<file path="src/rtl/ssp_tx_engine.sv">
// SSP master transmit engine: FWFT FIFO pop, TI-style frame pulse, CLK_DIV divider.
// Optional SSP_TX_LSB_FIRST_EN adds a LSB_FIRST input selecting LSB-first shifting.
module ssp_tx_engine #(
  parameter int WORD_SIZE = 8,
  parameter int CLK_DIV   = 2
) (
  input  logic                 PCLK,
  input  logic                 CLEAR,
  input  logic                 TX_ENABLE,
  input  logic [WORD_SIZE-1:0] TxData,
  input  logic                 FIFOEmpty,
`ifdef SSP_TX_LSB_FIRST_EN
  input  logic                 LSB_FIRST,
`endif
  output logic                 read,
  output logic                 SSPCLKOUT,
  output logic                 SSPFSSOUT,
  output logic                 SSPTXD,
  output logic                 SSPOE_B,
  output logic                 BUSY
);

  localparam int HALF = CLK_DIV / 2;
  localparam int CW   = (HALF > 1) ? $clog2(HALF) : 1;
  localparam int BW   = $clog2(WORD_SIZE);

  typedef enum logic [1:0] {
    S_IDLE,
    S_FSS,
    S_SHIFT
  } state_t;

  state_t               state_q, state_d;
  logic [CW-1:0]        cnt_q;
  logic                 sclk_q;
  logic                 read_q, read_d;
  logic                 fss_q, fss_d;
  logic [WORD_SIZE-1:0] hold_q, hold_d;
  logic [WORD_SIZE-1:0] shift_q, shift_d;
  logic [BW-1:0]        bitcnt_q, bitcnt_d;
  logic                 rise_tick;
  logic                 more;
  logic                 txbit;

`ifdef SSP_TX_LSB_FIRST_EN
  logic                 lsb_q, lsb_d;
`endif

  assign rise_tick = (cnt_q == CW'(HALF - 1)) && !sclk_q;
  assign more      = !FIFOEmpty && TX_ENABLE;

  always_ff @(posedge PCLK) begin
    if (CLEAR) begin
      cnt_q  <= '0;
      sclk_q <= 1'b0;
    end else if (cnt_q == CW'(HALF - 1)) begin
      cnt_q  <= '0;
      sclk_q <= !sclk_q;
    end else begin
      cnt_q  <= cnt_q + CW'(1);
    end
  end

  always_ff @(posedge PCLK) begin
    if (CLEAR) begin
      state_q  <= S_IDLE;
      read_q   <= 1'b0;
      fss_q    <= 1'b0;
      hold_q   <= '0;
      shift_q  <= '0;
      bitcnt_q <= '0;
`ifdef SSP_TX_LSB_FIRST_EN
      lsb_q    <= 1'b0;
`endif
    end else begin
      state_q  <= state_d;
      read_q   <= read_d;
      fss_q    <= fss_d;
      hold_q   <= hold_d;
      shift_q  <= shift_d;
      bitcnt_q <= bitcnt_d;
`ifdef SSP_TX_LSB_FIRST_EN
      lsb_q    <= lsb_d;
`endif
    end
  end

  always_comb begin
    state_d  = state_q;
    read_d   = 1'b0;
    fss_d    = fss_q;
    hold_d   = read_q ? TxData : hold_q;
    shift_d  = shift_q;
    bitcnt_d = bitcnt_q;
`ifdef SSP_TX_LSB_FIRST_EN
    lsb_d    = lsb_q;
`endif
    if (rise_tick) begin
      case (state_q)
        S_IDLE: begin
          if (more) begin
            state_d = S_FSS;
            read_d  = 1'b1;
          end
        end
        S_FSS: begin
          state_d  = S_SHIFT;
          shift_d  = hold_q;
          bitcnt_d = BW'(WORD_SIZE - 1);
`ifdef SSP_TX_LSB_FIRST_EN
          lsb_d    = LSB_FIRST;
`endif
        end
        S_SHIFT: begin
          if (bitcnt_q == '0) begin
            if (fss_q) begin
              // next word already captured: reload without a gap
              fss_d    = 1'b0;
              shift_d  = hold_q;
              bitcnt_d = BW'(WORD_SIZE - 1);
`ifdef SSP_TX_LSB_FIRST_EN
              lsb_d    = LSB_FIRST;
`endif
            end else begin
              state_d = S_IDLE;
            end
          end else begin
`ifdef SSP_TX_LSB_FIRST_EN
            shift_d = lsb_q ? (shift_q >> 1) : (shift_q << 1);
`else
            shift_d = shift_q << 1;
`endif
            bitcnt_d = bitcnt_q - BW'(1);
            if (bitcnt_q == BW'(1)) begin
              fss_d  = more;
              read_d = more;
            end
          end
        end
        default: state_d = S_IDLE;
      endcase
    end
  end

`ifdef SSP_TX_LSB_FIRST_EN
  assign txbit = lsb_q ? shift_q[0] : shift_q[WORD_SIZE-1];
`else
  assign txbit = shift_q[WORD_SIZE-1];
`endif

  assign read      = read_q;
  assign SSPCLKOUT = sclk_q;
  assign SSPTXD    = (state_q == S_SHIFT) && txbit;
  assign SSPOE_B   = (state_q != S_SHIFT);
  assign SSPFSSOUT = (state_q == S_FSS) ||
                     ((state_q == S_SHIFT) && fss_q);
  assign BUSY      = (state_q != S_IDLE);

endmodule
</file>
<file path="config.mk">
export PLATFORM = sky130hd
export DESIGN_NAME = ssp_tx_engine
export DESIGN_NICKNAME = d
export VERILOG_FILES = /design/src/rtl/ssp_tx_engine.sv
export SDC_FILE = /design/constraint.sdc
export NUM_CORES = 1
export LEC_CHECK = 0
export BUFFER_PORTS_ARGS = -buffer_cell sky130_fd_sc_hd__buf_4
export CAP_MARGIN = 20
export CORE_ASPECT_RATIO = 1.1
export CORE_MARGIN = 2
export CORE_UTILIZATION = 50
export CTS_CLUSTER_DIAMETER = 200
export DETAILED_ROUTE_END_ITERATION = 10
export PLACE_DENSITY = 0.83
export SYNTH_ARGS = -nofsm -noshare
export SYNTH_HDL_FRONTEND = slang
export SYNTH_SLANG_ARGS = --single-unit
</file>
<file path="constraint.sdc">
create_clock -name PCLK -period 3.39 [get_ports PCLK]
set_clock_uncertainty 0.2 [all_clocks]
set_input_delay 0.5085 -clock PCLK [delete_from_list [all_inputs] [get_ports PCLK]]
set_output_delay 0.5085 -clock PCLK [all_outputs]
set_load 0.02 [all_outputs]
</file>
-- Word level (Yosys, flattened, before mapping)
Index checks and enable logic that the tools add are counted.
- register bits after elaboration: 25
- input bits: 12
- output and inout bits: 6
- logic and storage cells: 53
- $add $sub $neg: 2
- eq/ne operators: 8
- mux-type cells: 16
- bitwise operators: 2
- reduce and logical (&&, ||, !) cells: 17
- operators with widths (operator ; number):
    8-bit two-way mux ; 2
    8-bit case mux with 2 select lines ; 1
    2-bit != test, second input constant ; 4
    2-bit two-way mux ; 3
    3-bit two-way mux ; 2
    2-bit case mux with 3 select lines ; 1
    3-bit case mux with 2 select lines ; 1
    3-bit AND reduction ; 2
    2-bit nonzero test ; 3
    1-bit two-way mux ; 5
    1-bit logical AND ; 4
    4-bit AND reduction ; 1
    2-bit OR reduction ; 2
    3-bit by 1-bit == test with 1-bit output, second input constant ; 1
    3-bit zero test ; 1
    3-bit != test, second input constant ; 1
    3-bit by 1-bit subtractor with 3-bit output, second input constant ; 1
    2-bit by 1-bit == test with 1-bit output, second input constant ; 1
    2-bit == test, second input constant ; 1
    1-bit zero test ; 2
    2-bit zero test ; 1
    1-bit NOT ; 2
    1-bit case mux with 2 select lines ; 1
    1-bit adder, second input constant ; 1
    1-bit logical OR ; 1

-- Depth between registers and ports, before layout
- depth in word-level cells: 5
- depth in mapped cells: 7

-- Worst setup path before layout
OpenSTA, ideal clock, no wires.
- path kind: register to output
- start: register state_q[1]
- end: output SSPFSSOUT
- arrival: 1.172 ns
- setup slack: 1.509 ns
- cell stages (with the launch flop): 6
- buffers on the path: 2
- cells stage by stage: dfxtp_1 > buf_4 > nor2b_4 > clkbuf_1 > nand2_1 > o21ai_0
- cells in the longest elaborated chain, start to end: 3
- elaborated cells on any way between the ends: 4
- those cells by class: eq/ne (2); reduce/logical (2)
- RTL lines (what ; line ; text):
    start: declaration ; 33 ; state_t state_q, state_d;
    start signal: assignment ; 76 ; state_q <= state_d;
    2-bit == test ; 156 ; ((state_q == S_SHIFT) && fss_q);
    1-bit logical AND ; 156 ;
    1-bit logical OR (*) ; 155 ; assign SSPFSSOUT = (state_q == S_FSS) ||
    end: declaration ; 17 ; output logic SSPFSSOUT,
Every way passes the cells marked *; elsewhere a longest branch is shown, timed or not.

-- Worst setup path after layout
- start: register state_q[1]
- end: output SSPOE_B
- cells in the longest elaborated chain, start to end: 1
- RTL lines (what ; line ; text):
    2-bit != test ; 154 ; assign SSPOE_B = (state_q != S_SHIFT);
    end: declaration ; 19 ; output logic SSPOE_B,
No other way between the ends.

==> flow_metrics.tcl <==
set metrics [dict create \
    num_vias 1013 \
    drt_pass1_iterations 4 \
    leakage_nw 0.472 \
    synth_top_area_frac 0.394 \
    tightest_slew_ns 0.551 \
    fmax_mhz 427 \
    numPortBuffers 17 \
    clk_path_buf_depth 2 \
    grt_util_all_layers 0.189 \
    die-area_um2 2960 \
    grt_overflow_total 0 \
    syn_area_per_cell_um2 10.0 \
    cts_hold_buf 0 \
    drt_iter0_drc 18 \
    ys_warn_count 0 \
    numCtsBuffers 3 \
    fp.dieH_um 56.9 \
    grt_pass1_vias 986 \
    gp_congestion 0.807 \
    antenna_found_initial 0 \
    antenna_cells 0 \
    path_clk_slew_ns 0.15 \
    postCtsResizedCells 0 \
    min_period_ns 2.34 \
    crit_type "reg2out" \
    hold_path_class "in2reg" \
    synth-async-reset-ratio 0 \
    avgViaCountPerCell 5.96 \
    cp_max_fo 13 \
    synthCells 127 \
    postCtsSetupBuffers 0 \
    synth_edf_count 0 \
    hold_viol 0 \
    p_per_area_nw_per_um2 365 \
    grt_start_max_net_pins 23 \
    setup_viol 0 \
    drc 0 \
    ctsHtreeMaxLevel 1 \
    totalWireLength_um 2460 \
    max-cap-violations 0 \
    required_ns 2.68 \
    ys_top_cells_by_area "dfxtp_1 39%, mux2i_1 7.1%, a311oi_2 7.1%, a211oi_1 4.1%, nor4b_4 3.7%" \
    fillers 213 \
    fin_nets 155 \
    synth_seq_cells 25 \
    slew_headroom 0.631 \
    synth.largest_area_cell "dfxtp_1" \
    die_w_um 52.1 \
    core-area_um2 2450 \
    setup_tns_ns 0 \
    worstPathArrival_ns 1.63 \
    start_util 0.519 \
    yosysSeqAreaShare 0.394 \
    endpoint_kind "primary output" \
    cts_root_buf "clkbuf_4" \
    yosysUniqueCellTypes 42 \
    ant_nets 0 \
    ir_worst_vdd_uv 315 \
    rows 19 \
    clock_latency_ns 0.33 \
    netlist_area_um2 1270 \
    cts_tree "built" \
    finalCritPeriodShare 0.690 \
    cts_num_sinks 25 \
    drive_gt1_frac 0.266 \
    ioPinCount 18 \
    syn2layout_area_growth_pct 11.2 \
    report.final.slew_viol_count 0 \
    grt_pass1_wl_um 4290 \
    drt-wirelength-per-cell_um 14.5 \
    final_core_util 0.577 \
    place_hpwl_um 1770 \
    synthFlopType "dfxtp_1" \
    start_kind "flip-flop" \
    total_power_mw 0.516 \
    outcome "finished, final reports clean" \
    synth_nets 142 \
    rsz0062_at_grt "false" \
]
==> critical path: stages, from the launching register on <==
cell and delay [ns]:
dfxtp_1 0.54, nor2b_4 0.40, inv_2 0.16, buf_4 0.19
==> layout make-up <==
type / count / area [µm²] / area share
sequential: 25 / 500 / 0.354
multi-input combinational: 87 / 694 / 0.491
timing repair buffer: 17 / 128 / 0.0903
clock buffer: 3 / 22.5 / 0.0159
tap: 31 / 38.8 / 0.0274
inverter: 6 / 22.5 / 0.0159
clock inverter: 1 / 7.51 / 0.00531
==> kinds of logic (layout without fill, tap and decap cells) <==
group                    Yosys count  in the layout  synth area share
AO/OA/AOI/OAI                     37             37             0.255
other                              1              1           0.00295
multiplexers                       9              9            0.0709
buffers and inverters             15             27            0.0600
AND/OR/NAND/NOR                   37             37             0.188
flip-flops                        25             25             0.394
adder cells (fa/ha/maj)            3              3            0.0295
==> cell usage after synthesis (2+ instances only) <==
cell and n:
nor2_1 9, a21oi_1 4, a311oi_2 6, a41oi_1 2
or2_2 2, mux2i_1 9, a211oi_1 7, inv_1 5
dfxtp_1 25, o21ai_0 8, nand3_1 7, nor4b_4 2
ha_1 3, buf_6 2, buf_1 2, o21a_1 2
clkbuf_1 3, nand2_1 5
==> final timing paths <==
kind / slack (ns) / endpoint / cells past startpoint / startpoint
setup / recovery: 1.05 / SSPOE_B / 3 / state_q[1]
hold / removal: 0.20 / hold_q[3] / 3 / TxData[3]
setup reg to reg: 1.19 / bitcnt_q[2] / 5 / bitcnt_q[0]
hold reg to reg: 0.28 / shift_q[0] / 2 / shift_q[0]
==> cells in the final DEF, fill, tap and decap left out, types with 2 or more instances in the layout <==
| master | count |
|---|---|
| or2_2 | 2 |
| buf_4 | 17 |
| a21oi_1 | 4 |
| nand3_1 | 7 |
| clkbuf_4 | 3 |
| o21a_1 | 2 |
| inv_1 | 5 |
| nor4b_4 | 2 |
| nor2_1 | 9 |
| dfxtp_1 | 25 |
| a311oi_2 | 6 |
| nand2_1 | 5 |
| mux2i_1 | 9 |
| a211oi_1 | 7 |
| o21ai_0 | 8 |
| a41oi_1 | 2 |
| ha_1 | 3 |
==> state kept, by name, indices dropped and copies added, names as in the netlist <==
name	flops
cnt_q	1
hold_q	8
state_q	2
SSPCLKOUT	1
fss_q	1
shift_q	8
bitcnt_q	3
read	1
==> metrics by stage <==
| stage | hold slack [ns] | instances | instance area [µm²] | setup slack (ns) |
|---|---|---|---|---|
| 2_1_floorplan | 0.235 | 127 | 1270 | 1.51 |
| 3_3_place_gp | 0.247 | 166 | 1380 | 1.28 |
| 3_5_place_dp | 0.261 | 166 | 1380 | 1.22 |
| 4_1_cts | 0.199 | 170 | 1410 | 1.06 |
| 5_1_grt | 0.213 | 170 | 1410 | 0.931 |
| 6_report | 0.198 | 170 | 1410 | 1.05 |
==> per-layer routing <==
metal | vias to the layer above | share of wire | GRT usage
li1 | 491 | - | -
met1 | 493 | 0.43 | 0.228
met2 | 24 | 0.50 | 0.325
met3 | 5 | 0.054 | 0.0319
met4 | 0 | 0.017 | 0.0752
met5 | - | 0 | 0
==> power by group <==
part           total (mW)  switching [mW]  leakage [nW]  internal [mW]
clock network       0.144          0.0989        0.0139         0.0453
registers           0.311         0.00994         0.203          0.301
logic              0.0606          0.0330         0.256         0.0276
total               0.516           0.142         0.472          0.374
No activity file was read; power rests on OpenSTA's default activity.
